[src/rtl/symbol_capture_buffer.sv]
`default_nettype none
// ============================================================================
// Module     : symbol_capture_buffer
// Description: I/Q symbol capture RAM on the symbol clock domain. Stores
//              {I,Q} words from the 64-QAM mapper while armed, in one-shot
//              (stop when full) or circular (overwrite oldest) mode, and
//              offers a registered random-access read port for the SPI
//              register front end.
// Ports      : sym_clk    - symbol clock, rising-edge
//              rst_n_sym  - asynchronous active-low reset
//              arm        - pulse: clear pointers, start capture
//              stop       - pulse: end capture
//              circ_mode  - 0 one-shot, 1 circular (sampled on arm)
//              iq_valid   - symbol strobe, I_data/Q_data written in CAPTURE
//              I_data/Q_data - symbol components
//              rd_req/rd_addr - read request and address
//              rd_data/rd_valid - read data {I,Q}, valid one cycle later
//              wr_count   - stored symbols, saturates at DEPTH
//              capturing/full/wrapped - status
// Config     : define SYMCAP_LOGICAL_ADDR_EN to make rd_addr a logical
//              index from the oldest stored symbol (index 0 = oldest).
//              Undefined: rd_addr is the physical RAM address.
// Revision   : 1.0 - initial release
// ============================================================================
module symbol_capture_buffer #(
  parameter int IQ_W   = 4,
  parameter int ADDR_W = 9
) (
  input  logic                sym_clk,
  input  logic                rst_n_sym,
  input  logic                arm,
  input  logic                stop,
  input  logic                circ_mode,
  input  logic                iq_valid,
  input  logic [IQ_W-1:0]     I_data,
  input  logic [IQ_W-1:0]     Q_data,
  input  logic                rd_req,
  input  logic [ADDR_W-1:0]   rd_addr,
  output logic [2*IQ_W-1:0]   rd_data,
  output logic                rd_valid,
  output logic [ADDR_W:0]     wr_count,
  output logic                capturing,
  output logic                full,
  output logic                wrapped
);

  localparam int DEPTH  = 2**ADDR_W;
  localparam int WORD_W = 2*IQ_W;
  localparam logic [ADDR_W:0] DEPTH_CNT = {1'b1, {ADDR_W{1'b0}}};

  typedef enum logic [1:0] {
    S_IDLE    = 2'd0,
    S_CAPTURE = 2'd1,
    S_DONE    = 2'd2
  } state_t;

  state_t              state_q, state_d;
  logic [ADDR_W-1:0]   wr_ptr_q, wr_ptr_d;
  logic [ADDR_W:0]     wr_count_q, wr_count_d;
  logic                wrapped_q, wrapped_d;
  logic                circ_q, circ_d;
  logic [WORD_W-1:0]   rd_data_q;
  logic                rd_valid_q;

  logic                w_we;
  logic [ADDR_W-1:0]   w_waddr;
  logic [ADDR_W-1:0]   w_rd_phys;

  logic [WORD_W-1:0]   mem_q [DEPTH];

  // --------------------------------------------------------------------------
  // State register
  // --------------------------------------------------------------------------
  always_ff @(posedge sym_clk or negedge rst_n_sym) begin
    if (!rst_n_sym) begin
      state_q    <= S_IDLE;
      wr_ptr_q   <= '0;
      wr_count_q <= '0;
      wrapped_q  <= 1'b0;
      circ_q     <= 1'b0;
    end else begin
      state_q    <= state_d;
      wr_ptr_q   <= wr_ptr_d;
      wr_count_q <= wr_count_d;
      wrapped_q  <= wrapped_d;
      circ_q     <= circ_d;
    end
  end

  // --------------------------------------------------------------------------
  // Next-state and write control
  // --------------------------------------------------------------------------
  always_comb begin
    state_d    = state_q;
    wr_ptr_d   = wr_ptr_q;
    wr_count_d = wr_count_q;
    wrapped_d  = wrapped_q;
    circ_d     = circ_q;
    w_we       = 1'b0;
    w_waddr    = wr_ptr_q;

    if (arm) begin
      // Arm restarts from any state and beats a coincident stop. A symbol
      // arriving with arm is the first entry of the new capture.
      state_d   = S_CAPTURE;
      circ_d    = circ_mode;
      wrapped_d = 1'b0;
      w_waddr   = '0;
      if (iq_valid) begin
        w_we       = 1'b1;
        wr_ptr_d   = ADDR_W'(1);
        wr_count_d = (ADDR_W+1)'(1);
      end else begin
        wr_ptr_d   = '0;
        wr_count_d = '0;
      end
    end else if (state_q == S_CAPTURE) begin
      if (iq_valid) begin
        w_we     = 1'b1;
        wr_ptr_d = wr_ptr_q + ADDR_W'(1);
        if (wr_count_q == DEPTH_CNT) begin
          // Only reachable in circular mode: this write replaces the oldest.
          wrapped_d = circ_q;
        end else begin
          wr_count_d = wr_count_q + (ADDR_W+1)'(1);
          if (!circ_q && (wr_count_q == DEPTH_CNT - (ADDR_W+1)'(1))) begin
            state_d = S_DONE;
          end
        end
      end
      // A stop alongside a symbol still keeps that symbol.
      if (stop) begin
        state_d = S_DONE;
      end
    end
  end

  // --------------------------------------------------------------------------
  // Capture RAM (contents are not reset)
  // --------------------------------------------------------------------------
  always_ff @(posedge sym_clk) begin
    if (w_we) begin
      mem_q[w_waddr] <= {I_data, Q_data};
    end
  end

  // --------------------------------------------------------------------------
  // Read port
  // --------------------------------------------------------------------------
`ifdef SYMCAP_LOGICAL_ADDR_EN
  // Once wrapped, the oldest entry sits at wr_ptr; the sum wraps mod DEPTH.
  assign w_rd_phys = wrapped_q ? (wr_ptr_q + rd_addr) : rd_addr;
`else
  assign w_rd_phys = rd_addr;
`endif

  // Read-before-write: a same-edge write to the read address is not seen.
  always_ff @(posedge sym_clk or negedge rst_n_sym) begin
    if (!rst_n_sym) begin
      rd_data_q  <= '0;
      rd_valid_q <= 1'b0;
    end else begin
      rd_valid_q <= rd_req;
      if (rd_req) begin
        rd_data_q <= mem_q[w_rd_phys];
      end
    end
  end

  // --------------------------------------------------------------------------
  // Outputs
  // --------------------------------------------------------------------------
  assign rd_data   = rd_data_q;
  assign rd_valid  = rd_valid_q;
  assign wr_count  = wr_count_q;
  assign capturing = (state_q == S_CAPTURE);
  assign full      = (wr_count_q == DEPTH_CNT);
  assign wrapped   = wrapped_q;

endmodule
`default_nettype wire

[config.mk]
export PLATFORM = sky130hd
export DESIGN_NAME = symbol_capture_buffer
export DESIGN_NICKNAME = d
export VERILOG_FILES = /design/src/rtl/symbol_capture_buffer.sv
export SDC_FILE = /design/constraint.sdc
export NUM_CORES = 2
export LEC_CHECK = 0
export CORE_MARGIN = 2
export CORE_UTILIZATION = 39
export DETAILED_ROUTE_END_ITERATION = 10
export GPL_ROUTABILITY_DRIVEN = 0
export HOLD_SLACK_MARGIN = 0.08
export SLEW_MARGIN = 20
export SYNTH_ARGS = -nofsm -noshare
export SYNTH_HDL_FRONTEND = slang
export SYNTH_SLANG_ARGS = --single-unit
[constraint.sdc]
create_clock -name sym_clk -period 7.8 [get_ports sym_clk]
set_clock_uncertainty 0.2 [all_clocks]
set_input_delay 0.78 -clock sym_clk [delete_from_list [all_inputs] [get_ports sym_clk]]
set_output_delay 0.78 -clock sym_clk [all_outputs]
set_load 0.02 [all_outputs]
## After elaboration in Yosys (flattened, before gate mapping)

Memories as Yosys holds them, arrays and structs flattened. A register that Yosys moved wholly into a read port is not among the register bits.
Cells that the tools add are included.
W data, S select, Z words.

| word-level totals | value |
|---|---|
| memories | 1 |
| flip-flop bits (word level) | 24 |
| logic and storage cells | 51 |
| input bits | 24 |
| RAM bits | 4,096 |

| cells by class | value |
|---|---|
| muxes and demuxes | 25 |
| equality and inequality tests | 5 |
| reduce and logical (&&, ||, !) cells | 12 |
| $add $sub $neg | 2 |

Memories:

| name | words | width | rd ports | clocked after Yosys merged registers in | write ports | line | text |
|---|---|---|---|---|---|---|---|
| mem_q | 512 | 8 | 1 | 1 | 1 | 69 | `logic [WORD_W-1:0] mem_q [DEPTH];` |

Operators by type and width:

| kind | number |
|---|---|
| $mux W10 | 4 |
| $mux W9 | 4 |
| $mux W2 | 6 |
| $mux W1 | 11 |
| $add A10 B1 Y10 const B | 1 |
| $eq A10 B10 Y1 const B | 1 |
| $eq A10 B9 Y1 const B | 1 |
| $add A9 B1 Y9 const B | 1 |
| $reduce_and A3 Y1 | 2 |
| $reduce_bool A2 Y1 | 3 |
| $reduce_bool A3 Y1 | 2 |
| $reduce_and A4 Y1 | 1 |
| $ne A3 B3 Y1 const B | 1 |
| $eq A2 B1 Y1 const B | 1 |
| $logic_not A1 Y1 | 2 |
| $ne A2 B2 Y1 const B | 1 |
| $reduce_and A2 Y1 | 1 |
| $logic_and A1 B1 Y1 | 1 |

## Depth between registers and ports, before layout

| depth | value |
|---|---|
| depth after elaboration | 8 |
| gate-level depth with buffers | 14 |
| mapped depth without buffers | 8 |

## Least setup slack after synthesis

OpenSTA, ideal clock, no wires.

| path | value |
|---|---|
| kind | input port to flip-flop |
| start point | input rd_addr[0] |
| end point | register rd_data_q[5] (netlist: rd_data[5]), read port of mem_q |
| library setup time | 0.132 ns |
| data required time | 7.468 ns |
| slack | 4.434 ns |
| cell stages on the path | 12 |
| arrival | 3.034 ns |
| buffers on the path | 6 |
| cell sequence | buf_6 -> buf_8 -> buf_6 -> buf_6 -> buf_4 -> buf_2 -> mux4_2 -> nand2_1 -> nand4_1 -> a31o_2 -> nor4_1 -> o22ai_1 |

RTL lines:

| item | line | text |
|---|---|---|
| start: declaration | 38 | `input logic [ADDR_W-1:0] rd_addr,` |
| end: declaration | 62 | `logic [WORD_W-1:0] rd_data_q;` |

==> impl_results.md <==
* Setup violations, final at 0
* Critical register-to-register path endpoint: mem_q[239][6]
* Min-delay src: I_data[0]
* WL/cell at 34.7 um
* DP Area at between 150000 and 200000 um2
* Slew headroom at a little under a fifth
* Largest stage delay, worst path at 0.85 ns
* Async SR Flop Fraction at 0.775%
* Routed vias at 82100
* Crit path kind: in2reg
* WP buf/inv at 2
* R2R Setup Slk at around 3.7 ns
* Final Routed Wirelength at around 470 mm
* Initial DRC Count at between 10000 and 15000
* Drt pass-1 iters at 8
* I/O Pins at 46
* RR Startpoint: state_q[1]
* Largest net degree at the start of global routing at about 210
* Synth Warn # at 0
* Netlist Area Pre-Place at 160000 um2
* Global route hottest layer: met2
* Tmin final at 4.97 ns
* Register bit count reported by yosys at 4128
* IO Port Bufs at 45
* R2R cell count at 7
* Share of cells above drive strength 1 at 22.3%
* Seq/Total Area, Yosys at 77.3%
* # clock sinks at 4128
* CTS tree: done
* Grt met2 use at 35.8%
* Synth cell count leaders: edfxtp_1 (4096), mux4_2 (931), nor2_1 (611)
* Crit start category: input port
* PwrDens at 256 nW/um2
* Met1 Use GR at 30.5%
* Crit path capture type: flip-flop
* Worst-path fanout max at 32
* Top_reg_cell synth: edfxtp_1
* Critical Path, Cell by Cell: buf_4, buf_4, or2_2, o22ai_1, o21ai_0, nand2_1, a31oi_1, a311oi_1, o22ai_1
* Mapped Cells at 7640
* Clk_lat worst skew at 0.97 ns
* Post-route DRC at 0
* TritonCTS buffer count at 412
* Root Driver: clkbuf_16
* Detailed placement HPWL at around 290 mm
* F_max at 0.201 GHz
* WHS Path Cells at 1
* Core area at 409000 um2
* Status: finished, final reports clean
* Total power draw at 46.2 mW
* Fin crit share at 63.7%
* Hold worst-path end: mem_q[43][4]
* Peak supply drop at 0.188 mV
* Actual slew at the worst max-slew pin at ~1.2 ns
* Hold Violations, Final at 0
* Setup bufs post-CTS at 0
* Post-route cell area at 180000 um2
* Crit path max-delay family: compound AO/OA/AOI/OAI gates
* Slowest stage cell, crit path: o21ai_0
* Die footprint at 416000 um2
* RSZ-0062 raised after global routing: no
* Post-synth top area share at 76.8%
* DR vias/cell at 6.02
* Final TNS setup at 0 ns
* Worst Hold Class: in2reg
* Nets at 7863
* Overflow after GRT at 0
* H-tree Lvls at 5
* Syn_nets at 7667
* Rows at 235
* Top-count cell post-synth: edfxtp_1
* GRT Total Usage at 22.3%
* Vias in the first global route at 81100
* Req. time, crit path at 8.47 ns
* Number of synthesized flops with an enable pin at approximately 4100
* Antenna violations before repair at 28
* Starting Density at between 30% and 40%
* Clock Path Buffers at 4
* WP data arrival at 5.64 ns
* Max Cap Viol at 0
* Post_cts resized at 0
* M3 GR Usage at 4.50%
* First-pass GRT wire length at roughly 660 mm
* Area growth, synth to finish at 12.5%
* Synth area leader: edfxtp_1
* Die width at 645 um
* Worst-path clk slew at 0.06 ns
* Synth area leaders: edfxtp_1 (77%), mux4_2 (13%), mux2i_1 (1.7%), nor2_1 (1.4%), a22oi_1 (0.63%)
* Final Max Slew Viols at 0
* Netlist cell types at 75
* Die height at ~650 um
* Mean Syn Cell Area at 21.0 um2
* Routed Antenna Nets at 0
* Leak at 55.3 nW
-- through the flow --
step	utilization (%)	instances	setup slack (ns)	hold WS, ns
after global routing	44.1	13600	2.96	0.101
after detailed placement	40.8	12900	2.08	0.260
after CTS	44.0	13600	3.10	0.0838
final	44.1	13600	2.83	0.126
after floorplan	-	7640	4.43	0.245
after global placement	40.8	12900	1.91	0.259
-- where the power goes --
part	internal (mW)	switching (mW)
combinational	0.739	1.63
sequential	24.4	0.0412
clock	10.9	8.55
-- what timing repair did --
action,4_1_cts,5_1_grt
endpoints found under the hold margin,96,0
hold buffers,4,0
endpoints found under the setup margin,0,0
-- metal layers --
metal | vias to the layer above | part of all wire, % | wire length, um
met5 | - | 0.018 | 85
met4 | 12 | 3.9 | 18300
met3 | 834 | 10 | 47400
met2 | 4712 | 48 | 225000
met1 | 44200 | 38 | 182000
li1 | 32300 | - | -
-- layout by cell type, fill, tap and decap left out, types with 33 or more instances in the layout --
cell type,n
nor2_1,603
edfxtp_1,4096
nand3_1,64
a221oi_1,33
o221ai_1,46
clkbuf_1,83
clkbuf_16,415
nand2_1,203
o22ai_1,112
a31oi_1,38
o21ai_0,49
nor3_1,65
buf_12,35
buf_4,170
mux4_2,931
mux2i_1,271
clkinv_2,88
clkinv_1,102
a21oi_1,96
bufinv_16,33
a22oi_1,134
-- sequential cells by signal, indices dropped and copies added, names as in the netlist --
name,flops
mem_q,4096
wr_count,10
wr_ptr_q,9
rd_data,8
state_q,2
circ_q,1
rd_valid,1
wrapped,1
-- cell type report --
cell class	instances	area, um2
Fill cell	34500	229000
Sequential cell	4128	124000
Multi-Input combinational cell	3025	34000
Clock buffer	498	10700
Tap cell	5451	6820
Timing Repair Buffer	255	2540
Clock inverter	260	2370
Inverter	14	61.3
Antenna cell	14	35.0
-- kinds of logic (layout without fill, tap and decap cells) --
group	Yosys count	after routing	share of synthesized area, %
flip-flops	4128	4128	77.3
multiplexers	1231	1231	15.0
AND/OR/NAND/NOR	1117	1117	2.99
AO/OA/AOI/OAI	659	659	2.90
buffers and inverters	487	1027	1.73
XOR/XNOR	15	15	0.0820
adder cells (fa/ha/maj)	3	3	0.0234
other	0	14	0
-- how the worst max path moves through the flow --
| stage | from | to | slack (ns) | cells after the start |
|---|---|---|---|---|
| 2_1_floorplan | rd_addr[0] | rd_data[5] | 4.43 | 12 |
| 3_3_place_gp | rd_addr[1] | rd_data[2] | 1.91 | 10 |
| 3_5_place_dp | rd_addr[4] | rd_data[5] | 2.08 | 9 |
| 4_1_cts | rd_addr[4] | rd_data[5] | 3.10 | 9 |
| 5_1_grt | rd_addr[4] | rd_data[5] | 2.96 | 9 |
| 6_report | rd_addr[4] | rd_data[5] | 2.83 | 9 |
Note: power is estimated with default switching activity, not from simulation.
